[config.mk]
export PLATFORM = sky130hd
export DESIGN_NAME = line_scorer
export DESIGN_NICKNAME = d
export VERILOG_FILES = /design/src/rtl/bet_pkg.sv /design/src/rtl/line_scorer.sv
export SDC_FILE = /design/constraint.sdc
export NUM_CORES = 1
export LEC_CHECK = 0
export ABC_AREA = 1
export BUFFER_PORTS_ARGS = -buffer_cell sky130_fd_sc_hd__buf_2
export CAP_MARGIN = 25
export CORE_MARGIN = 10
export CORE_UTILIZATION = 45
export DETAILED_ROUTE_END_ITERATION = 8
export GPL_ROUTABILITY_DRIVEN = 0
export MAX_ROUTING_LAYER = met4
export PLACE_DENSITY_LB_ADDON = 0.3
export SETUP_SLACK_MARGIN = 0.2
export SLEW_MARGIN = 0
export SYNTH_ARGS = -nofsm -noshare
export SYNTH_HDL_FRONTEND = slang
export SYNTH_SLANG_ARGS = --single-unit
export TNS_END_PERCENT = 1
[constraint.sdc]
create_clock -name vclk -period 2.6
set_input_delay 0.26 -clock vclk [all_inputs]
set_output_delay 0.26 -clock vclk [all_outputs]
set_load 0.005 [all_outputs]
[src/rtl/bet_pkg.sv]
// Shared constants, FSM state encoding and bet-line payload for the bet checker.
package bet_pkg;

    localparam int unsigned NW        = 5;
    localparam int unsigned MAX_LINES = 6;
    localparam int unsigned CNT_W     = 3;
    localparam int unsigned HIT_W     = 3;

    typedef enum logic [2:0] {
        IDLE,
        COLLECT,
        ARMED,
        CHECK,
        DONE
    } state_t;

    typedef struct packed {
        logic [NW-1:0] n1;
        logic [NW-1:0] n2;
        logic [NW-1:0] n3;
        logic [NW-1:0] n4;
    } line_t;

    // A draw is usable only when all four numbers are non-zero and distinct.
    function automatic logic draw_ok(input line_t w);
        return (w.n1 != '0) && (w.n2 != '0) && (w.n3 != '0) && (w.n4 != '0) &&
               (w.n1 != w.n2) && (w.n1 != w.n3) && (w.n1 != w.n4) &&
               (w.n2 != w.n3) && (w.n2 != w.n4) && (w.n3 != w.n4);
    endfunction

endpackage

[src/rtl/line_scorer.sv]
// Combinational hit count of one bet line against four winning numbers.
module line_scorer
    import bet_pkg::*;
(
    input  line_t            i_line,
    input  line_t            i_win,
    output logic [HIT_W-1:0] o_hits_c
);

    function automatic logic is_hit(input logic [NW-1:0] n, input line_t w);
        return (n == w.n1) || (n == w.n2) || (n == w.n3) || (n == w.n4);
    endfunction

    assign o_hits_c = HIT_W'(is_hit(i_line.n1, i_win)) + HIT_W'(is_hit(i_line.n2, i_win)) +
                      HIT_W'(is_hit(i_line.n3, i_win)) + HIT_W'(is_hit(i_line.n4, i_win));

endmodule

# Yosys cells after proc, flatten, opt, wreduce, memory -nomap -nowiden
# Index checks and enable logic that the tools add are counted.
# Widths: inputs -> output; s select.
[word_totals]
register_bits = 0
latch_bits = 0
ram_bits = 0
mem_bits_ro = 0
input_bits = 40
output_inout_bits = 3
wordCells = 31
mem_count = 0
[op_classes]
addsub = 3
mul = 0
n_div = 0
order_cmp = 0
eq_ne = 16
n_shift = 0
mux = 0
bitwise = 0
n_reduce_logical = 12
[ops]
columns = ["op", "n"]
rows = [
  ["$eq 5x5->1", 16],
  ["$logic_or 1x1->1", 12],
  ["$add 2x1->3", 1],
  ["$add 3x1->3", 1],
  ["$add 1x1->2", 1],
]

# Logic depth before layout (Yosys ltp)
# Gate-level depths: netlist of the first run.
[logic_depth]
word_depth = 7
ltp_mapped = 12
mapped_depth_nobuf = 11

# Least setup slack after synthesis of the first run
# No wires, ideal clock.
[synth_timing]
path_kind = "input-to-output"
startpoint = "input port i_win[10] (netlist name)"
endpoint = "output port o_hits_c[1]"
arrival_ps = 1804
required_time_ps = 2340
path_slack_ps = 536
stages = 10
n_path_buf = 1
cell_sequence = "buf_4 -> xor2_1 -> nor2_1 -> nand3_1 -> nand2_1 -> nor2_1 -> fa_1 -> inv_1 -> ha_1 -> ha_1"
[synth_between]
elab_chain_cells = 7
word_cells_on_any_way = 19
cone_classes = "add/sub: 3; eq/ne: 4; reduce/logical: 12"
[synth_lines]
columns = ["item", "line_no", "text"]
rows = [
  ["start, declared", "line_scorer.sv:6", "input line_t i_win,"],
  ["$eq 5x5->1", "line_scorer.sv:11", "return (n == w.n1) || (n == w.n2) || (n == w.n3) || (n == w.n4);"],
  ["$logic_or 1x1->1 (3 in series)", "line_scorer.sv:11", ""],
  ["$add 1x1->2", "line_scorer.sv:14", "assign o_hits_c = HIT_W'(is_hit(i_line.n1, i_win)) + HIT_W'(is_hit(i_line.n2, i_win)) +"],
  ["$add 2x1->3", "line_scorer.sv:14", ""],
  ["$add 3x1->3 *", "line_scorer.sv:15", "HIT_W'(is_hit(i_line.n3, i_win)) + HIT_W'(is_hit(i_line.n4, i_win));"],
  ["end, declared", "line_scorer.sv:7", "output logic [HIT_W-1:0] o_hits_c"],
]
# Every way passes the cells marked *; elsewhere a longest branch is shown, timed or not.

# Worst setup path after layout of the first run
[layout_timing]
startpoint = "input port i_win[12] (netlist name)"
endpoint = "output port o_hits_c[1]"
# Same word-level chain as after synthesis.

==> results, run 1 <==
- The flow ran to the end, and the final reports show no timing, DRC or antenna violations.
- In the final layout, the multi-input gates occupy 1130 um^2.
- The count of input and output buffers is 43.
- The total of endpoints with negative setup slack in the final report is 0.
- The worst setup slack after layout is 0.279 ns.
- In the routed layout, each cell is associated on average with a via count of 4.81.
- Summing the sequential cell areas from Yosys gives 0% of the chip area.
- The count of clock-net buffers in the final layout is 0.
- The floorplan core area is 2760 um^2.
- The number of buffers added to fix hold violations after cts is 0.
- The total number of vias is 1690.
- The total global-route track usage is 15.3%.
- The HPWL reported at the end of detailed placement is 3650 um.
- The final count of hold timing violations is 0.
- The worst setup path is captured at an output pin.
- The initial antenna violation count is 0.
- The setup TNS after final layout is 0 ns.
- The initial core utilization is 47.1%.
- The leading area contributor after synthesis is nand2_1.
- For the pin with the worst max-slew slack, the measured transition is 0.237 ns.
- Across the VDD grid, the largest voltage drop is 0.140 mV.
- The post-place setup slack is 0.196 ns.
- Cell internal power was estimated by the tool at 0.118 mW.
- After layout, the minimum clock period comes to 2.32 ns.
- The cell leakage power is 1.02 nW.
- For this run, design rule violations remaining after detail routing come to 0.
- After detailed routing, the average wire length per cell comes to 11.8 um.
- Across the whole layout, storage elements account for 0 um^2.
- The number of sequential storage elements is 0.
- The synthesized area per cell is 4.56 um^2.
- The antenna diode count is 0.
- Sequential cells burn 0% of the power.
- The floorplan step set the die height to 73.8 um.
- The number of global-route vias before repair is 1568.
- After synthesis, the netlist uses 16 different library cells.
- Of the post-synthesis cell area, the dominant cell type holds 41.0%.
- The total power per unit cell area is 181 nW/um^2.
- Following the worst setup path forward leads to its endpoint at o_hits_c[1].
- Data on the critical path arrives at its endpoint at 2.06 ns.
- The final critical path takes up 89.3% of the cycle.
- The share of layout cells above drive strength 1 is 22.8%.
- The total wire length after detailed routing is 4130 um.
- The sort of element at the start of the critical path is an input port.
- The detailed-routing iteration count for the pre-antenna-repair pass is 4.
- The net switching power is 0.167 mW.
- The class of the most critical hold timing path is input port to output pin.
- The floorplan step defined a die boundary enclosing 5440 um^2.
- The number of warning messages in the yosys log is 0.
- The number of nets at the end of the flow is 365.
- Yosys attributes the largest share of cell area to nand2_1, xnor2_1, nor2_1.
- Measured against its own limit, the worst slew margin works out to 84.1%.
- The clock network fraction of design power is 0%.
- Setup repair after global routing left no endpoint under its margin.
- The worst hold path begins at i_win[11].
- The largest net degree at the start of global routing is 7.
- The part of the power in combinational logic is 100.0%.
- Timing would allow up to 431 MHz.
- In this run the worst setup path begins at i_win[12].
- 43 I/O pins were placed.
- The cell area after synthesis is 1300 um^2.
- The horizontal die dimension is 73.8 um.
- The total overflow reported by the global router is 0.
- The final antenna-violating net count is 0.
- Net switching is 58.6% of the power.
- When the netlist entered floorplanning its net count stood at 328.
- In this run the post-CTS setup repair buffer count came out at 0.
- The required time at the worst-slack endpoint is 2.34 ns.
- Compared with the post-synthesis result, the final layout area differs by 21.8%.
- The tool flagged a number of max-cap violations equal to 0.
- The most common library cell in the layout ignoring fill and taps is nand2_1.
- The wire length of the first global-routing pass is 6800 um.
- In the layout the commonest cells are nand2_1, nor2_1, buf_2.
- Synthesis handed over a netlist of 285 instances.
- The final-layout fill cell count is 290.
- For this block, the initial DRC count from the detailed router was 101.
- The critical path in this run is classified as input port to output pin.
- The total count of max-transition violations in the final report is 0.
- The floorplan has 19 rows.
- In this run the worst path has a maximum fanout of 5.
-- cells in the mapped netlist --
cell      instances
buf_4             2
ha_1              2
nor2_2            2
xor2_1           10
nor2_1           37
nand3_1          17
o21ai_1           4
inv_1            35
nand2_1         142
nand4_1           2
clkbuf_2          3
inv_2             4
fa_1              1
clkinv_1          2
buf_2             3
xnor2_1          19
-- worst max-delay path: stages --
cell     delay (ns)
buf_2          0.14
inv_1          0.08
nand2_1        0.06
nand2_1        0.07
nor2_2         0.10
nand3_1        0.08
nand2_1        0.07
nor2_1         0.06
fa_1           0.53
inv_1          0.04
ha_1           0.18
ha_1           0.26
buf_2          0.13
-- cells by family (layout without fill, tap and decap cells) --
logic type | after synthesis | count (layout) | share of synthesized area [%]
AOI/OAI and AO/OA | 4 | 4 | 1.54
buffers and inverters | 49 | 84 | 15.3
xor gates and xnor gates | 29 | 29 | 19.5
adders and majority gates | 3 | 3 | 3.46
and+or+nand+nor | 200 | 200 | 60.2
-- how the worst min path moves through the flow --
stage                        to  slack (ns)  cells after the start
floorplan           o_hits_c[0]        0.93                      6
finish              o_hits_c[0]        1.21                      8
detailed placement  o_hits_c[0]        1.21                      8
global route        o_hits_c[0]        1.32                      8
CTS                 o_hits_c[0]        1.21                      8
global placement    o_hits_c[0]        1.21                      8
-- per-layer routing --
layer	global-route usage (%)	vias up	share of wire (%)
met2	26.1	59	47
met4	1.24	0	0.80
li1	-	911	-
met3	1.75	4	8.1
met1	19.4	716	44
met5	-	-	0
-- area by class of cell --
class	instances	area share, %
repair buffers	43	16.5
inverters	41	9.72
multi-input cells	236	71.3
well taps	31	2.45
-- power groups by stage --
| stage | sequential, mW | clock (mW) | combinational (mW) |
|---|---|---|---|
| final | 0 | 0 | 0.286 |
| after global routing | 0 | 0 | 0.325 |
| after detailed placement | 0 | 0 | 0.267 |
| after global placement | 0 | 0 | 0.265 |
| after floorplan | 0 | 0 | 0.168 |
| after CTS | 0 | 0 | 0.269 |
-- timing repair --
action,CTS,global route
gates cloned,0,0
setup endpoints to repair,1,2
gates resized for setup,1,45
pin swaps,0,14
-- through the flow --
stage / cell area [um^2] / power [mW] / instances / util (%) / hold slack (ns)
after floorplan: 1300 / 0.168 / 285 / - / 0.927
after global placement: 1510 / 0.265 / 351 / 54.7 / 1.21
after detailed placement: 1510 / 0.267 / 351 / 54.7 / 1.21
after CTS: 1510 / 0.269 / 351 / 54.8 / 1.21
after global routing: 1580 / 0.325 / 351 / 57.4 / 1.32
final: 1580 / 0.286 / 351 / 57.4 / 1.21
Note: power is estimated with default switching activity, not from simulation.
==> run 2, diff against run 1 <==
==> constraint.sdc (replaced) <==
create_clock -name vclk -period 2.6
set_input_delay 0.39 -clock vclk [all_inputs]
set_output_delay 0.39 -clock vclk [all_outputs]
set_load 0.005 [all_outputs]
==> results, run 2 (synthesized netlist as in run 1, its figures left out) <==
- The floorplan core area was 2760 um^2 (unchanged).
- List of cells traversed by the critical path: buf_4 > xor2_1 > nor2_1 > nand3_1 > nand2_1 > nor2_2 > fa_1 > inv_1 > ha_2 > ha_4 > buf_6 (was buf_2 > inv_1 > nand2_1 > nand2_1 > nor2_2 > nand3_1 > nand2_1 > nor2_1 > fa_1 > inv_1 > ha_1 > ha_1 > buf_2).
- The part of the power in combinational logic came to 100.0% (about the same).
- Commonest non-fill, non-tap cells in the layout: nand2_1, nor2_1, inv_1 (was nand2_1, nor2_1, buf_2).
- The clock network fraction of design power is 0% (about the same).
- The layout overhead on the synthesized area is 32.5% (was 21.8%).
- The final worst hold slack came to 1.55 ns (was 1.21 ns).
- The critical-path maximum fanout came to 5 (unchanged).
- The net switching power was 0.178 mW (was 0.167 mW).
- The share of layout cells above drive strength 1 is 25.7% (was 22.8%).
- The number of sequential storage elements is 0 (unchanged).
- The peak supply drop is 0.136 mV (was 0.140 mV).
- The total global-route track usage came to 15.9% (was 15.3%).
- The max capacitance violation total was 0 (unchanged).
- The biggest cell delay along the critical path was 0.53 ns (about the same).
- The final period utilization came to 96.4% (was 89.3%).
- The register cell area after layout is 0 um^2 (unchanged).
- The worst setup slack after layout came to 0.0927 ns (was 0.279 ns).
- The horizontal die dimension came to 73.8 um (unchanged).
- The via density per instance is 4.82 (was 4.81).
- The endpoint type of the worst setup path is an output pin (unchanged).
- The most common library cell in the layout ignoring fill and taps is nand2_1 (unchanged).
- The cell leakage power is 1.07 nW (was 1.02 nW).
- The initial core utilization is 47.1% (unchanged).
- The total power per unit cell area was 186 nW/um^2 (was 181 nW/um^2).
- The wire length of the first global-routing pass is 7010 um (was 6800 um).
- The HPWL reported at the end of detailed placement came to 3750 um (was 3650 um).
- The number of core rows is 19 (unchanged).
- The count of clock-net buffers in the final layout is 0 (unchanged).
- The class of the most critical hold timing path is input port to output pin (unchanged).
- The maximum frequency from static timing analysis came to 399 MHz (was 431 MHz).
- The DRC marker count from the first detailed-route iteration was 67 (was 101).
- The total number of vias was 1707 (was 1690).
- The antenna diode count was 0 (unchanged).
- The launching instance or port of the critical path is i_win[5] (was i_win[12]).
- Unrepaired setup endpoints after global routing: true (was false).
- The sort of element at the start of the critical path is an input port (unchanged).
- The number of standard cells in the layout, taps in and fillers out was 354 (was 351).
- The total of endpoints with negative setup slack in the final report is 0 (unchanged).
- The final count of hold timing violations is 0 (unchanged).
- The total overflow reported by the global router was 0 (unchanged).
- The post-CTS setup buffer count came to 0 (unchanged).
- The count of input and output buffers is 43 (unchanged).
- The hold path startpoint is i_win[11] (unchanged).
- The final antenna-violating net count was 0 (unchanged).
- The total wire length after detailed routing is 4440 um (was 4130 um).
- The initial antenna violation count is 0 (unchanged).
- The number of buffers added to fix hold violations after cts is 0 (unchanged).
- The transition at the pin with the smallest max-transition slack is 0.252 ns (was 0.237 ns).
- The data arrival time at the worst-slack endpoint is 2.12 ns (was 2.06 ns).
- The number of nets at the end of the flow is 368 (was 365).
- The total count of max-transition violations in the final report was 0 (unchanged).
- The sequential group share of total power is 0% (about the same).
- The number of design rule violations left after detail routing is 0 (unchanged).
- The detailed-routing iteration count for the pre-antenna-repair pass is 4 (unchanged).
- The number of global-route vias before repair is 1662 (was 1568).
- The worst slew margin relative to its limit is 83.1% (was 84.1%).
- The required time at the worst-slack endpoint is 2.21 ns (was 2.34 ns).
- The post-place setup slack came to -0.0461 ns (was 0.196 ns).
- The final-layout fill cell count is 301 (was 290).
- The total placed cells including tap cells is 354 (was 351).
- The average wire per cell in the routed design is 12.5 um (was 11.8 um).
- The area of the die is 5440 um^2 (unchanged).
- The power consumption came to 0.320 mW (was 0.286 mW).
- The setup TNS after final layout was 0 ns (unchanged).
- Outcome: finished clean (unchanged).
- The slowest cell on the critical path is fa_1 (unchanged).
- The die height is 73.8 um (unchanged).
- The largest net degree at the start of global routing is 7 (unchanged).
- The cell-internal power came to 0.142 mW (was 0.118 mW).
- The class of the most critical setup path is input port to output pin (unchanged).
- The shortest clock period the worst path allows after layout is 2.51 ns (was 2.32 ns).
- The switching portion of total power is 55.5% (was 58.6%).
- The number of top-level pins is 43 (unchanged).
[run 2: cell count changes in the layout (fill, tap and decap cells not counted), sizes merged]
cell | previous run | this run
buf | 39 | 46
clkbuf | 4 | 0
[run 2: what timing repair did]
action	in CTS	in global routing
resized for setup	47	29
pin swaps	26	26
endpoints found under the setup margin	3	3
[run 2: worst max-delay path, delay by kind of cell]
kind | cells | cell delay, ns
XOR/XNOR | 1 | 0.15
adder cells (fa/ha/maj) | 3 | 0.96
buffers and inverters | 3 | 0.26
AND/OR/NAND/NOR | 4 | 0.36
[run 2: per-layer routing]
layer	global-route usage (%)	share of wire, %	vias to the layer above
li1	-	-	913
met2	28.4	48	53
met5	-	0	-
met1	19.0	44	735
met3	1.62	6.1	6
met4	1.86	1.6	0
[run 2: metrics by stage]
stage,cell area (um^2),utilization (%)
global placement,1530,55.5
CTS,1660,60.3
floorplan,1300,-
finish,1720,62.5
global route,1720,62.5
detailed placement,1530,55.5
[run 2: final timing paths]
path,endpoint,cells after the start
worst min-delay path,o_hits_c[0],8
worst max-delay path,o_hits_c[1],11
[run 2: cell type report]
| type | instances | area (um^2) | share of cell area, % |
|---|---|---|---|
| Multi-Input combinational cell | 236 | 1160 | 67.1 |
| Timing Repair Buffer | 46 | 369 | 21.4 |
| Inverter | 41 | 159 | 9.22 |
| Tap cell | 31 | 38.8 | 2.25 |
[run 2: power by group through the flow]
| stage | Combinational [mW] | Clock [mW] | Sequential, mW |
|---|---|---|---|
| floorplan | 0.168 | 0 | 0 |
| global placement | 0.268 | 0 | 0 |
| detailed placement | 0.272 | 0 | 0 |
| CTS | 0.304 | 0 | 0 |
| global route | 0.357 | 0 | 0 |
| finish | 0.320 | 0 | 0 |
==> run 3, diff against run 2 <==
--- a/config.mk
+++ b/config.mk
@@ -14,6 +14,7 @@
 export GPL_ROUTABILITY_DRIVEN = 0
 export MAX_ROUTING_LAYER = met4
 export PLACE_DENSITY_LB_ADDON = 0.3
+export REMOVE_ABC_BUFFERS = 1
 export SETUP_SLACK_MARGIN = 0.2
 export SLEW_MARGIN = 0
 export SYNTH_ARGS = -nofsm -noshare
==> results, run 3 (synthesized netlist as in run 1, its figures left out) <==
- The peak supply drop was 0.124 mV (was 0.136 mV).
- The worst slew margin relative to its limit is 87.9% (was 83.1%).
- The total count of max-transition violations in the final report is 0 (unchanged).
- The sort of element at the start of the critical path was an input port (unchanged).
- The endpoint type of the worst setup path is an output pin (unchanged).
- The area of the die came to 5440 um^2 (unchanged).
- The share of layout cells above drive strength 1 is 26.4% (was 25.7%).
- The number of top-level pins is 43 (unchanged).
- List of cells traversed by the critical path: buf_4 > nand2_1 > o21ai_1 > nor2_1 > nand3_1 > nand2_1 > nor2_2 > fa_1 > inv_2 > ha_4 > ha_4 > buf_6 (was buf_4 > xor2_1 > nor2_1 > nand3_1 > nand2_1 > nor2_2 > fa_1 > inv_1 > ha_2 > ha_4 > buf_6).
- The class of the most critical hold timing path is input port to output pin (unchanged).
- The initial core utilization came to 47.1% (unchanged).
- The register cell area after layout is 0 um^2 (unchanged).
- The final count of hold timing violations came to 0 (unchanged).
- The transition at the pin with the smallest max-transition slack was 0.181 ns (was 0.252 ns).
- The final worst hold slack came to 1.54 ns (was 1.55 ns).
- The data arrival time at the worst-slack endpoint is 2.13 ns (was 2.12 ns).
- The number of design rule violations left after detail routing is 0 (unchanged).
- The antenna diode count is 0 (unchanged).
- The critical-path maximum fanout is 5 (unchanged).
- The count of input and output buffers was 43 (unchanged).
- The critical path capture point is o_hits_c[1] (unchanged).
- The class of the most critical setup path is input port to output pin (unchanged).
- The detailed-routing iteration count for the pre-antenna-repair pass is 4 (unchanged).
- The number of sequential storage elements is 0 (unchanged).
- The slowest cell on the critical path is fa_1 (unchanged).
- The number of buffers added to fix hold violations after cts is 0 (unchanged).
- The count of clock-net buffers in the final layout is 0 (unchanged).
- Outcome: finished clean (unchanged).
- The total power per unit cell area is 189 nW/um^2 (was 186 nW/um^2).
- The final antenna-violating net count was 0 (unchanged).
- The layout overhead on the synthesized area came to 34.7% (was 32.5%).
- The wire length of the first global-routing pass is 7320 um (was 7010 um).
- The cell leakage power is 1.07 nW (about the same).
- The largest net degree at the start of global routing came to 7 (unchanged).
- The launching instance or port of the critical path is i_line[17] (was i_win[5]).
- The DRC marker count from the first detailed-route iteration is 100 (was 67).
- The average wire per cell in the routed design was 12.7 um (was 12.5 um).
- The number of nets at the end of the flow was 367 (was 368).
- The via density per instance came to 4.91 (was 4.82).
- The initial antenna violation count came to 0 (unchanged).
- The number of global-route vias before repair was 1644 (was 1662).
- The total wire length after detailed routing was 4470 um (was 4440 um).
- The die height is 73.8 um (unchanged).
- The most common library cell in the layout ignoring fill and taps is nand2_1 (unchanged).
- The final period utilization is 96.8% (was 96.4%).
- The shortest clock period the worst path allows after layout is 2.52 ns (was 2.51 ns).
- The total number of vias was 1732 (was 1707).
- The maximum frequency from static timing analysis came to 397 MHz (was 399 MHz).
- The required time at the worst-slack endpoint is 2.21 ns (about the same).
- The floorplan core area was 2760 um^2 (unchanged).
- The number of core rows is 19 (unchanged).
- The total global-route track usage is 16.2% (was 15.9%).
- The horizontal die dimension is 73.8 um (unchanged).
- The total of endpoints with negative setup slack in the final report is 0 (unchanged).
- The total overflow reported by the global router is 0 (unchanged).
- Commonest non-fill, non-tap cells in the layout: nand2_1, nor2_1, xnor2_1, inv_1, buf_4 (was nand2_1, nor2_1, inv_1).
- The biggest cell delay along the critical path is 0.55 ns (was 0.53 ns).
- The max capacitance violation total came to 0 (unchanged).
- The HPWL reported at the end of detailed placement came to 3640 um (was 3750 um).
- The setup TNS after final layout is 0 ns (unchanged).
- Unrepaired setup endpoints after global routing: true (unchanged).
## run 3: stage by stage
| step | setup WS, ns | area, um^2 | power [mW] | util (%) | cells |
|---|---|---|---|---|---|
| after floorplan | 0.402 | 1250 | 0.154 | - | 277 |
| after global placement | -0.0331 | 1520 | 0.264 | 55.0 | 352 |
| after detailed placement | -0.0522 | 1520 | 0.267 | 55.0 | 352 |
| after CTS | 0.117 | 1660 | 0.306 | 60.1 | 353 |
| after global routing | 0.0536 | 1750 | 0.366 | 63.5 | 353 |
| final | 0.0835 | 1750 | 0.332 | 63.5 | 353 |
## run 3: critical path, delay by kind of cell
kind | cells | cell delay, ns
buf+inv | 3 | 0.26
simple gates | 5 | 0.45
compound gates | 1 | 0.07
fa+ha+maj | 3 | 0.96
## run 3: final cells by class
cell class                 count  area (um^2)
multi-input combinational    236         1170
fill                         273         1010
timing repair buffer          45          384
inverter                      41          161
tap                           31         38.8
## run 3: worst min path at each step
stage / startpoint / end / slack (ns) / cells after the start
4_1_cts: i_line[14] / o_hits_c[0] / 1.54 / 8
5_1_grt: i_win[6] / o_hits_c[0] / 1.63 / 9
3_5_place_dp: i_line[14] / o_hits_c[0] / 1.49 / 8
2_1_floorplan: i_line[14] / o_hits_c[0] / 1.19 / 6
6_report: i_win[1] / o_hits_c[0] / 1.54 / 8
3_3_place_gp: i_line[14] / o_hits_c[0] / 1.47 / 8
## run 3: layer usage
metal  GRT usage (%)  wire length (um)  vias to the layer above
met4            1.45                39                        0
met2            27.8              2100                       62
met5               -                 0                        -
li1                -                 -                      918
met1            20.7              2070                      746
met3            1.48               263                        6
## run 3: what timing repair did
action	4_1_cts	5_1_grt
setup buffers	1	0
gates resized for setup	50	42
endpoints found under the hold margin	0	0
endpoints found under the setup margin	3	3
pin swaps	18	19
## run 3: power by group
part | total [mW] | switching (mW) | internal (mW)
Clock | 0 | 0 | 0
Sequential | 0 | 0 | 0
Combinational | 0.332 | 0.181 | 0.151
